$ cat src/rtl/c17_trojan_scanner.sv
// Self-test initiator: sweeps all 32 c17 input patterns through an external DUT and
// compares its N22/N23 responses against an internal golden c17 model.
module c17_trojan_scanner #(
   parameter int SETTLE_CYCLES = 1
) (
   input  logic       clk,
   input  logic       rst,
   input  logic       start,
   input  logic       abort,
   output logic [4:0] tp_vec,
   input  logic       dut_n22,
   input  logic       dut_n23,
   output logic       busy,
   output logic       done,
   output logic       result_valid,
   output logic [5:0] mismatch_count,
   output logic [4:0] first_fail_pattern,
   output logic       first_fail_valid,
   output logic [1:0] fail_mask,
   output logic       trojan_detected
);

   typedef enum logic [1:0] {IDLE, RUN, DONE} state_e;

   localparam int CW = (SETTLE_CYCLES > 0) ? $clog2(SETTLE_CYCLES + 1) : 1;
   localparam logic [CW-1:0] SETTLE_LAST = CW'(SETTLE_CYCLES);

   state_e        state_q, state_d;
   logic [4:0]    tp_q, tp_d;
   logic [CW-1:0] cnt_q, cnt_d;
   logic [5:0]    mc_q, mc_d;
   logic [4:0]    ffp_q, ffp_d;
   logic          ffv_q, ffv_d;
   logic [1:0]    fm_q, fm_d;
   logic          rv_q, rv_d;
   logic          td_q, td_d;

   logic n10, n11, n16, n19, gold_n22, gold_n23;
   logic [1:0] miss;
   logic sample, last_pat;

   assign n10      = ~(tp_q[4] & tp_q[2]);
   assign n11      = ~(tp_q[2] & tp_q[1]);
   assign n16      = ~(tp_q[3] & n11);
   assign n19      = ~(n11 & tp_q[0]);
   assign gold_n22 = ~(n10 & n16);
   assign gold_n23 = ~(n16 & n19);

   assign miss     = {dut_n22 ^ gold_n22, dut_n23 ^ gold_n23};
   assign last_pat = (tp_q == 5'd31);
   // abort wins over a compare that falls on the same edge
   assign sample   = (state_q == RUN) && (cnt_q == SETTLE_LAST) && !abort;

   always_ff @(posedge clk or posedge rst) begin
      if (rst) state_q <= IDLE;
      else     state_q <= state_d;
   end

   always_comb begin
      // NOTE: default first so every path assigns state_d and no latch is inferred.
      state_d = state_q;
      case (state_q)
         IDLE:    if (start) state_d = RUN;
         RUN: begin
            if (abort)                    state_d = IDLE;
            else if (sample && last_pat)  state_d = DONE;
         end
         DONE:    state_d = IDLE;
         default: state_d = IDLE;
      endcase
   end

   always_comb begin
      busy = (state_q == RUN);
      done = (state_q == DONE);
   end

   always_comb begin
      tp_d  = tp_q;
      cnt_d = cnt_q;
      mc_d  = mc_q;
      ffp_d = ffp_q;
      ffv_d = ffv_q;
      fm_d  = fm_q;
      rv_d  = rv_q;
      td_d  = td_q;
      case (state_q)
         IDLE: if (start) begin
            tp_d  = 5'd0;
            cnt_d = '0;
            mc_d  = 6'd0;
            ffp_d = 5'd0;
            ffv_d = 1'b0;
            fm_d  = 2'b00;
            rv_d  = 1'b0;
            td_d  = 1'b0;
         end
         RUN: begin
            if (abort) begin
               tp_d = 5'd0;
            end else if (sample) begin
               if (|miss) begin
                  mc_d = mc_q + 6'd1;
                  fm_d = fm_q | miss;
                  if (!ffv_q) begin
                     ffp_d = tp_q;
                     ffv_d = 1'b1;
                  end
               end
               if (!last_pat) begin
                  tp_d  = tp_q + 5'd1;
                  cnt_d = '0;
               end else begin
                  rv_d = 1'b1;
                  td_d = (mc_d != 6'd0);
               end
            end else begin
               cnt_d = cnt_q + 1'b1;
            end
         end
         DONE:    tp_d = 5'd0;
         default: tp_d = 5'd0;
      endcase
   end

   always_ff @(posedge clk or posedge rst) begin
      // NOTE: non-blocking so every register samples the pre-edge values of the others.
      if (rst) begin
         tp_q  <= 5'd0;
         cnt_q <= '0;
         mc_q  <= 6'd0;
         ffp_q <= 5'd0;
         ffv_q <= 1'b0;
         fm_q  <= 2'b00;
         rv_q  <= 1'b0;
         td_q  <= 1'b0;
      end else begin
         tp_q  <= tp_d;
         cnt_q <= cnt_d;
         mc_q  <= mc_d;
         ffp_q <= ffp_d;
         ffv_q <= ffv_d;
         fm_q  <= fm_d;
         rv_q  <= rv_d;
         td_q  <= td_d;
      end
   end

   assign tp_vec             = tp_q;
   assign mismatch_count     = mc_q;
   assign first_fail_pattern = ffp_q;
   assign first_fail_valid   = ffv_q;
   assign fail_mask          = fm_q;
   assign result_valid       = rv_q;
   assign trojan_detected    = td_q;

endmodule
$ cat config.mk
export PLATFORM = sky130hd
export DESIGN_NAME = c17_trojan_scanner
export DESIGN_NICKNAME = d
export VERILOG_FILES = /design/src/rtl/c17_trojan_scanner.sv
export SDC_FILE = /design/constraint.sdc
export NUM_CORES = 1
export LEC_CHECK = 0
export ABC_AREA = 1
export CAP_MARGIN = 20
export CORE_ASPECT_RATIO = 2
export CORE_UTILIZATION = 45
export DETAILED_ROUTE_END_ITERATION = 10
export GPL_ROUTABILITY_DRIVEN = 0
export PLACE_DENSITY = 0.8
export SYNTH_ARGS = -nofsm -noshare
export SYNTH_HDL_FRONTEND = slang
export SYNTH_SLANG_ARGS = --single-unit
export TNS_END_PERCENT = 30
$ cat constraint.sdc
create_clock -name clk -period 2 [get_ports clk]
set_clock_uncertainty 0.1 [all_clocks]
set_input_delay 0.4 -clock clk [delete_from_list [all_inputs] [get_ports clk]]
set_output_delay 0.4 -clock clk [all_outputs]
set_load 0.005 [all_outputs]
After elaboration in Yosys (flattened, before gate mapping). Index checks and enable logic that the tools add are counted.

Flip-flop bits (word level): 24. Input bits: 6. Word-level logic and storage cells: 99.

$add $sub $neg: 3. Eq/ne operators: 13. Mux-type cells: 44. Bitwise operators: 15. Reduce and logical (&&, ||, !) cells: 15.

Operators by type and width (number): $mux 6 (7); $mux 5 (8); $pmux 5 s2 (2); $mux 2 (7); $mux 1 (13); $pmux 6 s2 (1); $reduce_and 5->1 (2); $pmux 1 s2 (4); $pmux 2 s2 (2); $reduce_and 4->1 (2); $add 6x1->6 const B (1); $and 1x1->1 (6); $ne 2x1->1 const B (3); $ne 2x2->1 const B (3); $ne 3x2->1 const B (2); $ne 3x3->1 const B (2); $not 1->1 (6); $reduce_and 6->1 (1); $reduce_bool 6->1 (1); $add 5x1->5 const B (1); $eq 5x5->1 const B (1); $logic_and 1x1->1 (3); $reduce_and 3->1 (1); $eq 2x1->1 const B (1); 9 further kinds (10).

Depth between registers and ports, before layout.
Depth in word-level cells: 17. Mapped depth: 11. Depth with buffers taken out: 11.

Worst setup path after synthesis. OpenSTA, ideal clock, no wires.

Kind: register -> register. From: register tp_q[1], in the netlist tp_vec[1]. To: register tp_q[3], in the netlist tp_vec[3]. Data arrival time: 1.656 ns. Data required time: 1.783 ns. Slack: 0.127 ns. Cell stages (with the launch flop): 10. Buffers on the path: 0. Period minus slack after synthesis: 1.873 ns. Cell sequence: dfrtp_1 -> ha_1 -> and3_1 -> ha_1 -> nor3b_2 -> nor2_2 -> nor2_2 -> nand3_1 -> nor2_1 -> nor2_1.

Word-level cells in the longest chain between the ends: 5. Elaborated cells on any way between the ends: 8.

Ends and longest elaborated chain: start: declaration (line 29) `logic [4:0] tp_q, tp_d;`; start signal: assignment (line 138) `tp_q <= tp_d;`; $add 5x1->5 (line 111) `tp_d = tp_q + 5'd1;`; $mux 5 (line 110) `if (!last_pat) begin`; $mux 5 (line 101) `end else if (sample) begin`; $mux 5 (line 99) `if (abort) begin`; $pmux 5 s2 (line 87) `case (state_q)`.

Parallel ways exist; a longest one is shown, timed or not. The select of a mux whose other input is x is not followed. A chain may end at the register's enable or synchronous reset.

Worst setup path in the final report.
From: register state_q[1]. To: output busy.

Word-level cells in the longest chain between the ends: 1.

Ends and longest elaborated chain: start: declaration (line 28) `state_e state_q, state_d;`; start signal: assignment (line 56) `else state_q <= state_d;`; $eq 2x1->1 (line 74) `busy = (state_q == RUN);`; end: declaration (line 13) `output logic busy,`.

Every way passes these cells.

==> impl_metrics.csv <==
group,metric,value,unit
run_status,status,"finished, final reports clean",
power_and_ir_drop,p_leak,0.9063,nW
critical_path,startpoint_type,"flop",
hold_path,hold_path_class,"input pin to async pin",
sta,period_share,96.79,%
job,drv_cap,0,
synth,syn_nets,177,
synth,synth_top_family_by_area,"simple AND/OR/NAND/NOR gates",
synth,synth_top_cells_by_area,"dfrtp_1 43%, nand2_1 13%, inv_1 5.9%",
synth,postSynth.asyncResetShare,100.0,%
global_routing,antenna_found_initial,0,
synth,synthXorXnorAreaFrac,2.523,%
clock_tree,htree_levels,1,
finish,diodes,0,
global_routing,grt_pass1_wl,4968,µm
sta,hold_viol,0,
clock_tree,cts_hold_buf,0,
detailed_routing,drt_first_pass_iters,4,
synth,yosysTopAreaCell,"dfrtp_1",
synth,yosysMostFrequentCell,"nand2_1",
finish,nets,216,
sta,period_needed,1.936,ns
detailed_routing,drt_iter0_drc,18,
sta,layout_setup_ws,0.06420,ns
sta,worst_pin_slew,0.3029,ns
die,die_area,3326,µm²
synth,synth-seq-cells,24,
synth,synth_commonest_cells,"47 x nand2_1, 24 x dfrtp_1, 22 x inv_1",
sta,finalSetupViolCount,0,
synth,synth_ff_type,"dfrtp_1",
finish,syn_to_final_growth,29.73,%
detailed_routing,drc,0,
critical_path,critPathKind,"flop to primary output",
placement,dp_hpwl,2370,µm
detailed_routing,wl_per_cell,12.75,µm
clock_tree,clkSinkCount,24,
clock_tree,clock_path_buffers,2,
global_routing,track_usage,21.51,%
finish,drive_gt1_share,18.54,%
sta,slew_viol_final,0,
die,start_util,47.19,%
global_routing,grt_pass1_vias,1157,
placement,numPortBuffers,28,
critical_path,worstSetupEndpointType,"primary output",
die,core,2943,µm²
synth,synth_edf_count,0,
synth,synthAdderAreaFrac,2.703,%
die,rows,28,
synth,synth_warnings,0,
clock_tree,clock_latency,0.26,ns
detailed_routing,drtAntennaViolNets,0,
sta,rsz0062_at_grt,"false",
clock_tree,cts-buffers-inserted,3,
synth,synthSimpleGateAreaFrac,33.06,%
synth,syn-cell-area,1389,µm²
placement,post-place-ws,0.09204,ns
sta,maxSlewHeadroom,79.80,%
sta,fmax,516.6,MHz
die,die_h,80.57,µm
placement,dpl_cell_area,1744,µm²
clock_tree,clk_pin_slew_worst_paths,0.08,ns
synth,synth_compound_area_share,10.81,%
critical_path,cp_max_fo,3,
global_routing,grt-ovfl-total,0,
global_routing,grt_start_max_net_pins,25,
synth,muxShareOfSynthArea,0,%
finish,fin_area,1802,µm²
clock_tree,cts_tree,"built",
power_and_ir_drop,peakVddDrop,411.7,µV
clock_tree,clock-root-buffer,"clkbuf_8",
synth,syn_avg_cell_area,8.267,µm²
critical_path,worstPathArrival,1.44,ns
detailed_routing,drt-total-wl,2996,µm
synth,synth_top_area_share,43.24,%
detailed_routing,vias_per_cell,5.030,
detailed_routing,vias,1182,
critical_path,critPathRequiredTime,1.50,ns
die,die_w,41.28,µm
sta,fin_tns_setup,0,ns
finish,fin_util,61.22,%
synth,yosysSeqAreaShare,43.24,%
synth,yosysUniqueCellTypes,26,
power_and_ir_drop,cellPowerDensity,801.4,nW/µm²
synth,syn_inst,168,
die,pin_count,29,
-- cell type report --
class	instances	area [µm²]
sequential	24	600.6
timing repair buffer	34	325.3
inverter	27	106.4
fill	273	1141
multi-input combinational	117	690.7
tap	30	37.54
clock buffer	3	41.29
-- per-stage QoR --
step	std cells	hold slack, ns	power (mW)
5_1_grt	235	0.4062	1.546
4_1_cts	234	0.3898	1.443
3_5_place_dp	231	0.3699	1.165
3_3_place_gp	231	0.3673	1.150
6_report	235	0.3728	1.444
2_1_floorplan	168	0.3146	0.9412
-- path summary, 6_finish.rpt --
check,startpoint,end,slack [ns],cells after the start
setup / recovery,state_q[1]$_DFFE_PP0P_,busy,0.06,2
hold / removal,rst,tp_vec[0]$_DFFE_PP0P_,0.37,3
setup reg to reg,tp_vec[0]$_DFFE_PP0P_,tp_vec[3]$_DFFE_PP0P_,0.14,10
hold reg to reg,result_valid$_DFFE_PP0P_,result_valid$_DFFE_PP0P_,0.39,2
max in group asynchronous,rst,trojan_detected$_DFFE_PP0P_,1.19,3
min in group clk,result_valid$_DFFE_PP0P_,result_valid$_DFFE_PP0P_,0.39,2
-- registers in the layout, indices dropped and copies added (netlist names) --
signal,flops
first_fail_pattern,5
state_q,2
cnt_q,1
first_fail_valid,1
fail_mask,2
tp_vec,5
result_valid,1
trojan_detected,1
mismatch_count,6
-- power by group --
part	leakage [nW]	internal, mW	switching [mW]
Combinational	0.558	0.256	0.312
Clock	0.0216	0.135	0.146
Sequential	0.327	0.545	0.0508
Total	0.906	0.935	0.509
-- worst max-delay path: stages (launching register included) --
cell             delay (ns)
dfrtp_1                0.43
nor2_4                 0.21
clkdlybuf4s50_1        0.54
-- layer usage --
metal	global-route usage (%)	up-vias	part of all wire, %
met5	0	-	0
met4	10.00	0	4.0
met3	1.934	11	1.5
met2	37.97	22	59
met1	23.43	551	36
li1	-	598	-
-- kinds of logic after synthesis --
kind of cell	count (synthesis)
AND/OR/NAND/NOR	88
adder cells (fa/ha/maj)	3
XOR/XNOR	4
buffers and inverters	27
AO/OA/AOI/OAI	22
flip-flops	24
-- cell usage in the layout (no fill, tap or decap), drive strengths merged --
cell / Yosys / final
xnor2: 1 / 1
inv: 27 / 27
o21ai: 12 / 12
o22ai: 4 / 4
nor3b: 1 / 1
xor2: 3 / 3
clkbuf: 0 / 3
clkdlybuf4s50: 0 / 28
nand2: 58 / 58
dfrtp: 24 / 24
nand3: 11 / 11
ha: 3 / 3
o21a: 2 / 2
a21oi: 4 / 4
buf: 0 / 6
nor2: 17 / 17
and3: 1 / 1
-- repair_timing --
item / 4_1_cts / 5_1_grt
setup endpoints to repair: 0 / 1
resized for setup: 0 / 2
setup buffers: 0 / 1
hold endpoints to repair: 0 / 0
(Power assumes the default switching activity.)
